[config.mk]
export PLATFORM = sky130hd
export DESIGN_NAME = scarv_rom_streamer_flat
export DESIGN_NICKNAME = d
export VERILOG_FILES = /design/src/rtl/scarv_rom_streamer_if.sv /design/src/rtl/scarv_rom_streamer.sv /design/src/flat_wrapper.sv
export SDC_FILE = /design/constraint.sdc
export NUM_CORES = 1
export LEC_CHECK = 0
export ABC_AREA = 1
export BUFFER_PORTS_ARGS = -buffer_cell sky130_fd_sc_hd__buf_2
export CAP_MARGIN = 10
export CORE_MARGIN = 2
export CORE_UTILIZATION = 53
export CTS_BUF_LIST = sky130_fd_sc_hd__clkbuf_2
export CTS_CLUSTER_DIAMETER = 100
export DETAILED_ROUTE_END_ITERATION = 8
export PLACE_DENSITY = 0.79
export SLEW_MARGIN = 20
export SYNTH_ARGS = -nofsm -noshare
export SYNTH_HDL_FRONTEND = slang
export SYNTH_SLANG_ARGS = --single-unit
[constraint.sdc]
create_clock -name g_clk -period 2.85 [get_ports g_clk]
set_input_delay 0.57 -clock g_clk [delete_from_list [all_inputs] [get_ports g_clk]]
set_output_delay 0.57 -clock g_clk [all_outputs]
set_load 0.005 [all_outputs]
[src/rtl/scarv_rom_streamer_if.sv]
// rtl/scarv_rom_streamer_if.sv - command, ROM-port and stream signals of scarv_rom_streamer
interface scarv_rom_streamer_if #(
    parameter int DEPTH = 1024,
    parameter int WIDTH = 32
);
    localparam int AW = $clog2(DEPTH) - 1;

    logic             cmd_valid;
    logic             cmd_ready;
    logic [AW:0]      cmd_base;
    logic [AW+1:0]    cmd_len;
    logic             a_cen;
    logic [AW:0]      a_addr;
    logic [WIDTH-1:0] a_rdata;
    logic             out_valid;
    logic             out_ready;
    logic [WIDTH-1:0] out_data;
    logic             out_last;
    logic             busy;
    logic             done;
    logic [WIDTH-1:0] checksum;

    modport master (
        input  cmd_valid, cmd_base, cmd_len, a_rdata, out_ready,
        output cmd_ready, a_cen, a_addr, out_valid, out_data, out_last, busy, done, checksum
    );

    modport slave (
        output cmd_valid, cmd_base, cmd_len, a_rdata, out_ready,
        input  cmd_ready, a_cen, a_addr, out_valid, out_data, out_last, busy, done, checksum
    );
endinterface

[src/rtl/scarv_rom_streamer.sv]
// rtl/scarv_rom_streamer.sv - ROM read streamer with 3-entry return buffer; SCARV_ROM_STREAM_CHECKSUM_EN adds XOR checksum
module scarv_rom_streamer #(
    parameter int DEPTH = 1024,
    parameter int WIDTH = 32
) (
    input logic                  g_clk,
    input logic                  g_resetn,
    scarv_rom_streamer_if.master bus
);
    localparam int AW = $clog2(DEPTH) - 1;

    typedef enum logic [1:0] {S_IDLE, S_RUN, S_DRAIN} state_t;

    state_t           state_q, state_d;
    logic [AW:0]      addr_q, addr_d;
    logic [AW+1:0]    rem_q, rem_d;
    logic             cen_q, cen_d;
    logic             cen_last_q, cen_last_d;
    logic             infl_q, infl_d;
    logic             infl_last_q, infl_last_d;
    logic [WIDTH-1:0] mem_q [3];
    logic [WIDTH-1:0] mem_d [3];
    logic             fl_q [3];
    logic             fl_d [3];
    logic [1:0]       rd_q, rd_d, wr_q, wr_d, cnt_q, cnt_d;
    logic             done_q, done_d;
    logic             accept, push, pop;

    function automatic logic [1:0] ptr_next(input logic [1:0] p);
        return (p == 2'd2) ? 2'd0 : p + 2'd1;
    endfunction

    assign accept = (state_q == S_IDLE) && bus.cmd_valid;
    assign push   = infl_q;
    assign pop    = (cnt_q != 2'd0) && bus.out_ready;

    always_comb begin
        state_d     = state_q;
        addr_d      = addr_q;
        rem_d       = rem_q;
        cen_d       = 1'b0;
        cen_last_d  = 1'b0;
        done_d      = 1'b0;
        infl_d      = cen_q;
        infl_last_d = cen_last_q;
        mem_d       = mem_q;
        fl_d        = fl_q;
        rd_d        = rd_q;
        wr_d        = wr_q;
        cnt_d       = cnt_q + 2'(push) - 2'(pop);
        if (push) begin
            mem_d[wr_q] = bus.a_rdata;
            fl_d[wr_q]  = infl_last_q;
            wr_d        = ptr_next(wr_q);
        end
        if (pop) begin
            rd_d = ptr_next(rd_q);
        end
        // a_cen is registered, so the issue test uses next-cycle occupancy and
        // the read issued this cycle, which is next cycle's in-flight read.
        case (state_q)
            S_IDLE: begin
                if (bus.cmd_valid) begin
                    if (bus.cmd_len == '0) begin
                        done_d = 1'b1;
                    end else begin
                        state_d    = S_RUN;
                        cen_d      = 1'b1;
                        addr_d     = bus.cmd_base;
                        rem_d      = bus.cmd_len - (AW+2)'(1);
                        cen_last_d = (bus.cmd_len == (AW+2)'(1));
                    end
                end
            end
            S_RUN: begin
                if (rem_q == '0) begin
                    state_d = S_DRAIN;
                end else if (({1'b0, cnt_d} + {2'b00, cen_q}) < 3'd3) begin
                    cen_d      = 1'b1;
                    addr_d     = addr_q + (AW+1)'(1);
                    rem_d      = rem_q - (AW+2)'(1);
                    cen_last_d = (rem_q == (AW+2)'(1));
                end
            end
            S_DRAIN: begin
                if (cnt_d == 2'd0 && !cen_q && !infl_q) begin
                    state_d = S_IDLE;
                    done_d  = 1'b1;
                end
            end
            default: state_d = S_IDLE;
        endcase
    end

    always_ff @(posedge g_clk) begin
        if (!g_resetn) begin
            state_q     <= S_IDLE;
            addr_q      <= '0;
            rem_q       <= '0;
            cen_q       <= 1'b0;
            cen_last_q  <= 1'b0;
            infl_q      <= 1'b0;
            infl_last_q <= 1'b0;
            rd_q        <= 2'd0;
            wr_q        <= 2'd0;
            cnt_q       <= 2'd0;
            done_q      <= 1'b0;
            for (int i = 0; i < 3; i++) begin
                mem_q[i] <= '0;
                fl_q[i]  <= 1'b0;
            end
        end else begin
            state_q     <= state_d;
            addr_q      <= addr_d;
            rem_q       <= rem_d;
            cen_q       <= cen_d;
            cen_last_q  <= cen_last_d;
            infl_q      <= infl_d;
            infl_last_q <= infl_last_d;
            rd_q        <= rd_d;
            wr_q        <= wr_d;
            cnt_q       <= cnt_d;
            done_q      <= done_d;
            mem_q       <= mem_d;
            fl_q        <= fl_d;
        end
    end

    assign bus.cmd_ready = (state_q == S_IDLE);
    assign bus.busy      = (state_q != S_IDLE);
    assign bus.a_cen     = cen_q;
    assign bus.a_addr    = addr_q;
    assign bus.out_valid = (cnt_q != 2'd0);
    assign bus.out_data  = mem_q[rd_q];
    assign bus.out_last  = fl_q[rd_q];
    assign bus.done      = done_q;

`ifdef SCARV_ROM_STREAM_CHECKSUM_EN
    logic [WIDTH-1:0] csum_q, csum_d;

    always_comb begin
        csum_d = csum_q;
        if (accept) begin
            csum_d = '0;
        end else if (pop) begin
            csum_d = csum_q ^ bus.out_data;
        end
    end

    always_ff @(posedge g_clk) begin
        if (!g_resetn) begin
            csum_q <= '0;
        end else begin
            csum_q <= csum_d;
        end
    end

    assign bus.checksum = csum_q;
`else
    logic unused_accept;
    assign unused_accept = accept;
    assign bus.checksum  = '0;
`endif
endmodule
[src/flat_wrapper.sv]
// flat-port wrapper written by rule: the top's interface ports become plain ports
module scarv_rom_streamer_flat 
#(
    parameter int DEPTH = 1024,
    parameter int WIDTH = 32
)
  (g_clk, g_resetn, bus_cmd_valid, bus_cmd_base, bus_cmd_len, bus_a_rdata, bus_out_ready, bus_cmd_ready, bus_a_cen, bus_a_addr, bus_out_valid, bus_out_data, bus_out_last, bus_busy, bus_done, bus_checksum);
  scarv_rom_streamer_if #(.DEPTH(DEPTH), .WIDTH(WIDTH)) bus_i ();
  input logic g_clk;
  input logic g_resetn;
  input wire logic [$bits(bus_i.cmd_valid)-1:0] bus_cmd_valid;
  input wire logic [$bits(bus_i.cmd_base)-1:0] bus_cmd_base;
  input wire logic [$bits(bus_i.cmd_len)-1:0] bus_cmd_len;
  input wire logic [$bits(bus_i.a_rdata)-1:0] bus_a_rdata;
  input wire logic [$bits(bus_i.out_ready)-1:0] bus_out_ready;
  output wire logic [$bits(bus_i.cmd_ready)-1:0] bus_cmd_ready;
  output wire logic [$bits(bus_i.a_cen)-1:0] bus_a_cen;
  output wire logic [$bits(bus_i.a_addr)-1:0] bus_a_addr;
  output wire logic [$bits(bus_i.out_valid)-1:0] bus_out_valid;
  output wire logic [$bits(bus_i.out_data)-1:0] bus_out_data;
  output wire logic [$bits(bus_i.out_last)-1:0] bus_out_last;
  output wire logic [$bits(bus_i.busy)-1:0] bus_busy;
  output wire logic [$bits(bus_i.done)-1:0] bus_done;
  output wire logic [$bits(bus_i.checksum)-1:0] bus_checksum;
  assign bus_i.cmd_valid = bus_cmd_valid;
  assign bus_i.cmd_base = bus_cmd_base;
  assign bus_i.cmd_len = bus_cmd_len;
  assign bus_i.a_rdata = bus_a_rdata;
  assign bus_i.out_ready = bus_out_ready;
  assign bus_cmd_ready = bus_i.cmd_ready;
  assign bus_a_cen = bus_i.a_cen;
  assign bus_a_addr = bus_i.a_addr;
  assign bus_out_valid = bus_i.out_valid;
  assign bus_out_data = bus_i.out_data;
  assign bus_out_last = bus_i.out_last;
  assign bus_busy = bus_i.busy;
  assign bus_done = bus_i.done;
  assign bus_checksum = bus_i.checksum;
  scarv_rom_streamer #(.DEPTH(DEPTH), .WIDTH(WIDTH)) u_core (.g_clk(g_clk), .g_resetn(g_resetn), .bus(bus_i));
endmodule
* Word level (Yosys, flattened, before mapping) *
Cells that the tools add are included.

storage, ports and cells
  logic and storage cells = 101
  register bits = 133

cells by class
  $lt $le $gt $ge = 4
  muxes and demuxes = 43
  reduce and logical (&&, ||, !) cells = 15
  eq/ne operators = 12
  add/sub/neg operators = 8
  bitwise gates (word level) = 2

operator list
  operator                                                number
  bitwise mux 96 bit                                      1
  2-to-1 mux 32 bit                                       3
  binary-select mux 32 bit (select 2 bit)                 1
  demux 32 bit (select 2 bit)                             1
  2-to-1 mux 11 bit                                       4
  2-to-1 mux 10 bit                                       4
  equality test 11 x 1 -> 1 bit (second input constant)   2
  zero test 11 bit                                        2
  one-hot mux 11 bit (2 select lines)                     1
  subtractor 11 x 1 -> 11 bit (second input constant)     2
  one-hot mux 10 bit (2 select lines)                     1
  2-to-1 mux 1 bit                                        14
  2-to-1 mux 2 bit                                        6
  adder 10 x 1 -> 10 bit (second input constant)          1
  equality test 2 bit (second input constant)             3
  >= comparator 3 bit (second input constant)             2
  inequality test 2 x 1 -> 1 bit (second input constant)  3
  inequality test 2 bit (second input constant)           3
  NOT 2 -> 3 bit                                          2
  one-hot mux 1 bit (2 select lines)                      3
  one-hot mux 2 bit (3 select lines)                      1
  nonzero test 2 bit                                      3
  AND reduction 5 bit                                     1
  adder 2 x 1 -> 2 bit (second input constant)            2
  13 further kinds                                        18

* Logic depth before layout (Yosys ltp) *
Gate-level depths: netlist of run 1.

  word-level depth = 8
  mapped depth = 18

* Worst setup path after synthesis of run 1 *
Ideal clock, no wire load.

  path type = flip-flop to flip-flop
  start point = register u_core.cnt_q[1]
  end point = register u_core.addr_q[2] (netlist: u_core.bus.a_addr[2])
  arrival time = 2505 ps
  data required time = 2734 ps
  stages on the path, launching flop included = 16
  clock period less this slack = 2621 ps
  setup time = 116 ps
  path slack = 229 ps
  buffers on the path = 1
  cells stage by stage = dfxtp_1 -> or2_2 -> nand2_1 -> inv_1 -> ha_1 -> inv_1 -> ha_1 -> ha_1 -> ha_1 -> a21oi_1 -> nand3_4 -> nand2_8 -> inv_8 -> buf_12 -> nor2_2 -> nor2_1

on the way
  longest elaborated chain between the ends = 7
  elaborated cells on any way between the ends = 8
  those cells by class = 3 x add/sub; 1 x order compare; 1 x eq/ne; 3 x reduce/logical

RTL lines
  what                                             RTL line                   text
  from (decl)                                      scarv_rom_streamer.sv:25   logic [1:0] rd_q, rd_d, wr_q, wr_d, cnt_q, cnt_d;
  from (signal assigned)                           scarv_rom_streamer.sv:122  cnt_q <= cnt_d;
  nonzero test 2 bit                               --
  net bus_out_valid                                flat_wrapper.sv:19         output wire logic [$bits(bus_i.out_valid)-1:0] bus_out_valid;
  logical AND 1 bit                                scarv_rom_streamer.sv:35   assign pop = (cnt_q != 2'd0) && bus.out_ready;
  net u_core.pop                                   scarv_rom_streamer.sv:27   logic accept, push, pop;
  subtractor 2 x 1 -> 2 bit                        scarv_rom_streamer.sv:50   cnt_d = cnt_q + 2'(push) - 2'(pop);
  net u_core.cnt_d[0]                              scarv_rom_streamer.sv:25
  adder 2 x 1 -> 3 bit                             scarv_rom_streamer.sv:78   end else if (({1'b0, cnt_d} + {2'b00, cen_q}) < 3'd3) begin
  < comparator 3 x 2 -> 1 bit                      scarv_rom_streamer.sv:78
  inequality test 2 x 1 -> 1 bit (no source line)  --
  AND reduction 5 bit (no source line)             --
  to (signal assigned)                             scarv_rom_streamer.sv:114  addr_q <= addr_d;
  to (decl)                                        scarv_rom_streamer.sv:15   logic [AW:0] addr_q, addr_d;

The timed path passes the listed nets, and every way through them passes these cells.
A chain may end at the register's enable or synchronous reset.

* Worst setup path after layout of run 1 *
  start point = register u_core.cnt_q[1]
  end point = register u_core.rem_q[2]

on the way
  longest elaborated chain between the ends = 7
  elaborated cells on any way between the ends = 8
  those cells by class = 3 x add/sub; 1 x order compare; 1 x eq/ne; 3 x reduce/logical

RTL lines
  what                                             RTL line                   text
  nonzero test 2 bit                               scarv_rom_streamer.sv:35
  logical AND 1 bit                                scarv_rom_streamer.sv:35
  net u_core.pop                                   scarv_rom_streamer.sv:27
  subtractor 2 x 1 -> 2 bit                        scarv_rom_streamer.sv:50
  net u_core.cnt_d[0]                              scarv_rom_streamer.sv:25
  adder 2 x 1 -> 3 bit                             scarv_rom_streamer.sv:78
  < comparator 3 x 2 -> 1 bit                      scarv_rom_streamer.sv:78
  inequality test 2 x 1 -> 1 bit (no source line)  --
  AND reduction 5 bit (no source line)             --
  to (signal assigned)                             scarv_rom_streamer.sv:115  rem_q <= rem_d;
  to (decl)                                        scarv_rom_streamer.sv:16   logic [AW+1:0] rem_q, rem_d;

The timed path passes the listed nets, and every way through them passes these cells.

==> flow_summary.json, run 1 <==
{
  "fin_ws_ns": 0.186,
  "cp.arrival_ns": 3.23,
  "ys.flop_type": "dfxtp_1",
  "synth_compound_area_share_pct": 17.3,
  "antenna_found_initial": 0,
  "critical_path.startpoint_type": "register",
  "grt_max_degree": 81,
  "worst_pin_slew_ns": 0.571,
  "setup_viol": 0,
  "use_met2_pct": 41.9,
  "final-hold-violation-count": 0,
  "dp_cells": 1187,
  "design_area_mm2": 0.00747,
  "cts_tree": "yes",
  "pre_cts_ws_ns": -0.00163,
  "core_area_mm2": 0.0121,
  "cp-end-kind": "register",
  "use_met1_pct": 29.8,
  "finalNonFillerCells": 1220,
  "ys_ff_latch": 133,
  "fin_crit_ns": 2.66,
  "die_area_mm2": 0.0134,
  "detail_route.wl_per_cell_um": 12.7,
  "crit_buf_inv": 3,
  "worstPathCellList": "or2_2, nand2_1, inv_1, ha_1, inv_1, ha_2, ha_1, ha_4, a21oi_4, nand3_4, nand2_8, buf_4, nand2_1, nand2_1, nor2_1",
  "cpMostUsedCell": "nand2_1",
  "numCtsBuffers": 17,
  "avgSynthCellArea_um2": 6.95,
  "ant_nets": 0,
  "tns_ns": 0,
  "finalCritPeriodShare_pct": 93.5,
  "min_path_type": "in2reg",
  "drcViolationCount": 0,
  "vias_per_cell": 5.02,
  "ys_seq_area_share_pct": 40.3,
  "reg2reg_to": "u_core.rem_q[2]",
  "syn_to_final_growth_pct": 13.2,
  "regToRegStartpoint": "u_core.cnt_q[1]",
  "critPathRequiredTime_ns": 3.42,
  "die_height_um": 116,
  "ir_worst_vdd_mv": 0.467,
  "cts_sinks": 133,
  "clk_latency_ns": 0.65,
  "grt_pass1_wl_um": 25700,
  "synth_cell_types": 37,
  "relSlewSlack_pct": 61.9,
  "whs_path_depth": 3,
  "reg2reg_depth": 15,
  "cp_top_family": "adder cells",
  "cts_buffer_depth": 2,
  "cts.htree.levels": 4,
  "dieWidth_um": 116,
  "whs_endpoint": "u_core.mem_q[2]",
  "placed_cell_area_mm2": 0.00715,
  "synthMuxAreaShare_pct": 0.152,
  "first_pass_iters": 5,
  "vias": 6124,
  "synth_top_family_by_area": "simple AND/OR/NAND/NOR gates",
  "max_freq_mhz": 375,
  "synthAdderAreaFrac_pct": 2.09,
  "p_per_area_mw_per_mm2": 703,
  "synth_edf_count": 0,
  "clkTransAtPathRegs_ns": 0.20,
  "port_buffers": 104,
  "grt-busiest-layer": "met2",
  "finClkSkew_ns": 0.0320,
  "path_max_fanout": 8,
  "status": "completed",
  "worstSetupPathType": "reg2reg",
  "hold_ws_ns": 0.163,
  "antenna_cells": 0,
  "crit_path_top_delay_cell": "dfxtp_2",
  "cts_root_buf": "clkbuf_2",
  "cpPeakStageDelay_ns": 0.36,
  "grt_pass1_vias": 5598,
  "grt_use_met3_pct": 4.92,
  "track_usage_pct": 23.8,
  "gr-total-overflow": 0,
  "start_util_pct": 54.7,
  "rows": 40,
  "ios": 137,
  "rsz0062_at_grt": "no",
  "drv_cap": 0,
  "ys_warn_count": 0,
  "dp_hpwl_um": 10100,
  "syn_area_mm2": 0.00660,
  "min_from": "bus_a_rdata[2]",
  "async_flop_share_pct": 0,
  "final_layout_size_suffix_gt1_share_pct": 18.4,
  "leakage_nw": 3.49,
  "drt_iter0_markers": 445,
  "slew_violations": 0,
  "synthXorXnorAreaFrac_pct": 0.664,
  "nets": 1109,
  "syn_inst": 949,
  "gp_congestion": 0.862,
  "synthSimpleGateAreaFrac_pct": 27.4,
  "drt_wl_total_um": 15400,
  "reg2reg_setup_slack_ns": 0.19
}
==> worst max-delay path by stage <==
stage               startpoint                    to  slack [ns]  cells past startpoint
2_1_floorplan  u_core.cnt_q[1]  u_core.bus.a_addr[2]        0.23                     15
3_3_place_gp     bus_out_ready  u_core.bus.a_addr[4]        0.07                     17
3_5_place_dp     bus_out_ready  u_core.bus.a_addr[4]      -0.002                     16
4_1_cts         u_core.rd_q[0]      bus_out_data[12]       0.005                      4
5_1_grt        u_core.cnt_q[1]       u_core.rem_q[2]        0.02                     17
6_report       u_core.cnt_q[1]       u_core.rem_q[2]        0.19                     15
==> registers in the layout, summed over array words and instances (netlist names), 2 cells and up <==
| name | cells |
|---|---|
| u_core.rem_q | 11 |
| u_core.rd_q | 2 |
| u_core.wr_q | 2 |
| u_core.fl_q | 3 |
| u_core.state_q | 2 |
| u_core.cnt_q | 2 |
| u_core.mem_q | 96 |
| u_core.bus.a_addr | 10 |
==> placed cells by master, fill, tap and decap left out, types with 3 or more instances in the layout <==
master	synthesis	layout
clkinv_1	1	4
inv_1	80	80
buf_2	10	104
o21ai_0	119	119
nand2_1	158	156
nor2_1	189	186
or2_2	5	5
bufinv_16	0	4
xnor2_1	3	3
nor2_4	4	4
buf_12	1	4
o211ai_1	33	33
a21oi_1	40	39
buf_4	32	12
conb_1	1	32
clkinv_2	0	3
ha_1	11	9
o21ai_1	16	16
nor2_2	14	17
clkbuf_2	0	18
nand2_2	4	6
dfxtp_1	133	132
nand3_1	33	33
nand4_1	6	6
==> synth_stat cells (3+ instances only) <==
master    instances  area [um^2]
or2_2             5         31.3
o21ai_0         119          596
buf_4            32          240
dfxtp_1         133         2660
clkbuf_1         34          128
nor2_4            4         45.0
nand4_1           6         37.5
nor2_1          189          709
a21oi_1          40          200
o21ai_1          16         80.1
nor2_2           14         87.6
nand2_1         158          593
buf_2            10         50.1
o211ai_1         33          248
nand3_1          33          165
inv_1            80          300
nand2_2           4         25.0
ha_1             11          138
xnor2_1           3         26.3
==> power by group <==
group,internal (W),total [W],switching (W)
combinational,0.000691,0.00179,0.00110
sequential,0.00206,0.00223,0.000177
clock,0.000559,0.00123,0.000667
total,0.00331,0.00525,0.00195
==> what timing repair did <==
| action | 4_1_cts | 5_1_grt |
|---|---|---|
| setup buffers | 0 | 2 |
| hold buffers | 0 | 0 |
| pin swaps | 0 | 5 |
| gates resized for setup | 1 | 7 |
| endpoints found under the setup margin | 2 | 40 |
| gates cloned | 0 | 1 |
==> layout make-up <==
type,instances,area (um^2)
repair buffers,121,702
fillers,1138,4590
clock buffers,18,90.1
clock inverters,12,163
multi-input cells,684,3320
inverters,84,323
flip-flops and latches,133,2660
well taps,168,210
==> per-layer routing <==
metal	up-vias	wire [um]
met5	-	0
li1	3177	-
met4	0	177
met2	152	7410
met3	12	808
met1	2783	7040
==> metrics by stage <==
| stage | utilization, % | total power [W] |
|---|---|---|
| floorplan | - | 0.00344 |
| global placement | 59.3 | 0.00390 |
| detailed placement | 59.3 | 0.00394 |
| CTS | 61.4 | 0.00517 |
| global route | 61.9 | 0.00561 |
| finish | 61.9 | 0.00525 |
==> cells by family after synthesis <==
| logic type | after synthesis |
|---|---|
| flops | 133 |
| xor+xnor | 5 |
| compound gates | 211 |
| other cells | 1 |
| mux | 1 |
| buf+inv | 164 |
| simple gates | 423 |
| fa+ha+maj | 11 |
==> tightest hold or removal path, cell delays in order <==
cell and delay, ns:
buf_2 0.10, nor2_1 0.04, nor2_1 0.08
No activity file was read; power rests on OpenSTA's default activity.
==> run 2, diff against run 1 <==
- BUFFER_PORTS_ARGS: -buffer_cell sky130_fd_sc_hd__buf_2 -> -buffer_cell sky130_fd_sc_hd__buf_4
==> run 2 against run 1 <==
Global-route usage fell by 0.58 points. Die area stayed put. Maximum frequency rose by 0.16%. First-iteration DRC count increased by 7.0%. Cell area increased by 3.0%. Via count rose by 0.62%. Register-to-register slack hardly changed. Total power is 0.90% higher. Count of clock-buffer cells in the layout stayed put. Critical endpoint is now u_core.bus.a_addr[4]. Largest cell class unchanged.
==> flow_summary.json, run 2 (same netlist as run 1, synthesis figures left out) <==
{
  "fill_cells": 1138,
  "gp_congestion": 0.841,
  "dieWidth_um": 116,
  "critical_path.startpoint_type": "register",
  "final_common_cell": "nor2_1",
  "relSlewSlack_pct": 54.6,
  "ant_nets": 0,
  "vias": 6162,
  "track_usage_pct": 23.3,
  "leakage_nw": 3.54,
  "largest_reg_flops": 96,
  "cts_root_buf": "clkbuf_2",
  "cp.arrival_ns": 3.28,
  "cts_tree": "yes",
  "cp-end-kind": "register",
  "grt_pass1_vias": 5517,
  "final-hold-violation-count": 0,
  "min_path_type": "in2reg",
  "grt_max_degree": 55,
  "grt_pass1_wl_um": 25000,
  "drt_wl_total_um": 15300,
  "antenna_cells": 0,
  "regArea_mm2": 0.00266,
  "finClkSkew_ns": 0.0269,
  "top_register": "u_core.mem_q",
  "max_freq_mhz": 376,
  "clk_latency_ns": 0.69,
  "cts.htree.levels": 4,
  "drcViolationCount": 0,
  "multiInputGateArea_mm2": 0.00329,
  "crit_buf_inv": 3,
  "cts_sinks": 133,
  "placed_cell_area_mm2": 0.00739,
  "drt_iter0_markers": 476,
  "clkTransAtPathRegs_ns": 0.19,
  "gr-total-overflow": 0,
  "critPathRequiredTime_ns": 3.47,
  "start_util_pct": 54.7,
  "antenna_found_initial": 0,
  "cpMostUsedCell": "ha_1",
  "worstSetupPathType": "reg2reg",
  "core_area_mm2": 0.0121,
  "ios": 137,
  "final_cell_mix": "nor2_1 (186), nand2_1 (156), dfxtp_1 (132)",
  "slew_violations": 0,
  "design_area_mm2": 0.00769,
  "worstPathCellList": "or2_2, nand2_1, inv_1, ha_1, inv_1, ha_2, ha_1, ha_1, a21oi_2, nand3_4, nand2_8, buf_4, o21ai_1, nor2_1",
  "finish.utilization_pct": 63.8,
  "p_per_area_mw_per_mm2": 689,
  "cp_top_family": "adder cells",
  "totalPowerFinal_w": 0.00530,
  "dp_hpwl_um": 9890,
  "setup_viol": 0,
  "status": "completed",
  "final_layout_size_suffix_gt1_share_pct": 18.3,
  "die_height_um": 116,
  "vias_per_cell": 5.05,
  "cts_buffer_depth": 2,
  "ir_worst_vdd_mv": 0.390,
  "numCtsBuffers": 17,
  "dp_cells": 1187,
  "fin_crit_ns": 2.66,
  "first_pass_iters": 5,
  "worst_pin_slew_ns": 0.679,
  "die_area_mm2": 0.0134,
  "path_max_fanout": 8,
  "holdBufCountCts": 0,
  "cpPeakStageDelay_ns": 0.36,
  "drv_cap": 0,
  "finalNonFillerCells": 1220,
  "syn_to_final_growth_pct": 16.6,
  "nets": 1109,
  "finalCritPeriodShare_pct": 93.3,
  "rows": 40,
  "crit_path_top_delay_cell": "dfxtp_2",
  "port_buffers": 104,
  "detail_route.wl_per_cell_um": 12.5
}
## run 2: routing by layer
metal	vias to the layer above	part of all wire [%]	track usage (%)
li1	3169	-	-
met1	2826	46	29.5
met2	155	48	40.0
met3	12	5.4	5.60
met4	0	0.82	5.62
met5	-	0	0
## run 2: final timing paths
kind	startpoint	end	slack, ns	cells past startpoint
worst min-delay path	bus_a_rdata[24]	u_core.mem_q[24]	0.11	3
worst max register to register	u_core.cnt_q[1]	u_core.bus.a_addr[4]	0.19	14
worst min register to register	u_core.cen_last_q	u_core.infl_last_q	0.41	2
worst max-delay path	u_core.cnt_q[1]	u_core.bus.a_addr[4]	0.19	14
## run 2: final cells by class
cell class | count | area share, %
clock inverter | 12 | 2.11
tap | 168 | 2.73
sequential | 133 | 34.6
timing repair buffer | 122 | 12.5
clock buffer | 18 | 1.17
multi-input combinational | 683 | 42.7
inverter | 84 | 4.20
## run 2: stage by stage
step / TNS [ns] / setup slack [ns] / hold slack [ns]
after floorplan: 0 / 0.229 / 0.390
after global placement: 0 / 0.110 / 0.419
after detailed placement: 0 / 0.0963 / 0.410
after CTS: 0 / 0.110 / 0.0796
after global routing: -0.0677 / -0.0262 / 0.0424
final: 0 / 0.190 / 0.109
## run 2: tightest hold or removal path: stages
cell and delay [ns]:
buf_4 0.09, nor2_1 0.04, nor2_1 0.08
## run 2: what timing repair did
action	in CTS	in global routing
setup endpoints to repair	0	20
gates resized for setup	0	5
setup buffers	0	2
## run 2: report_power, final
group	total (W)	switching (W)	internal (W)
logic	0.00184	0.00108	0.000760
clock network	0.00123	0.000667	0.000559
registers	0.00223	0.000176	0.00206
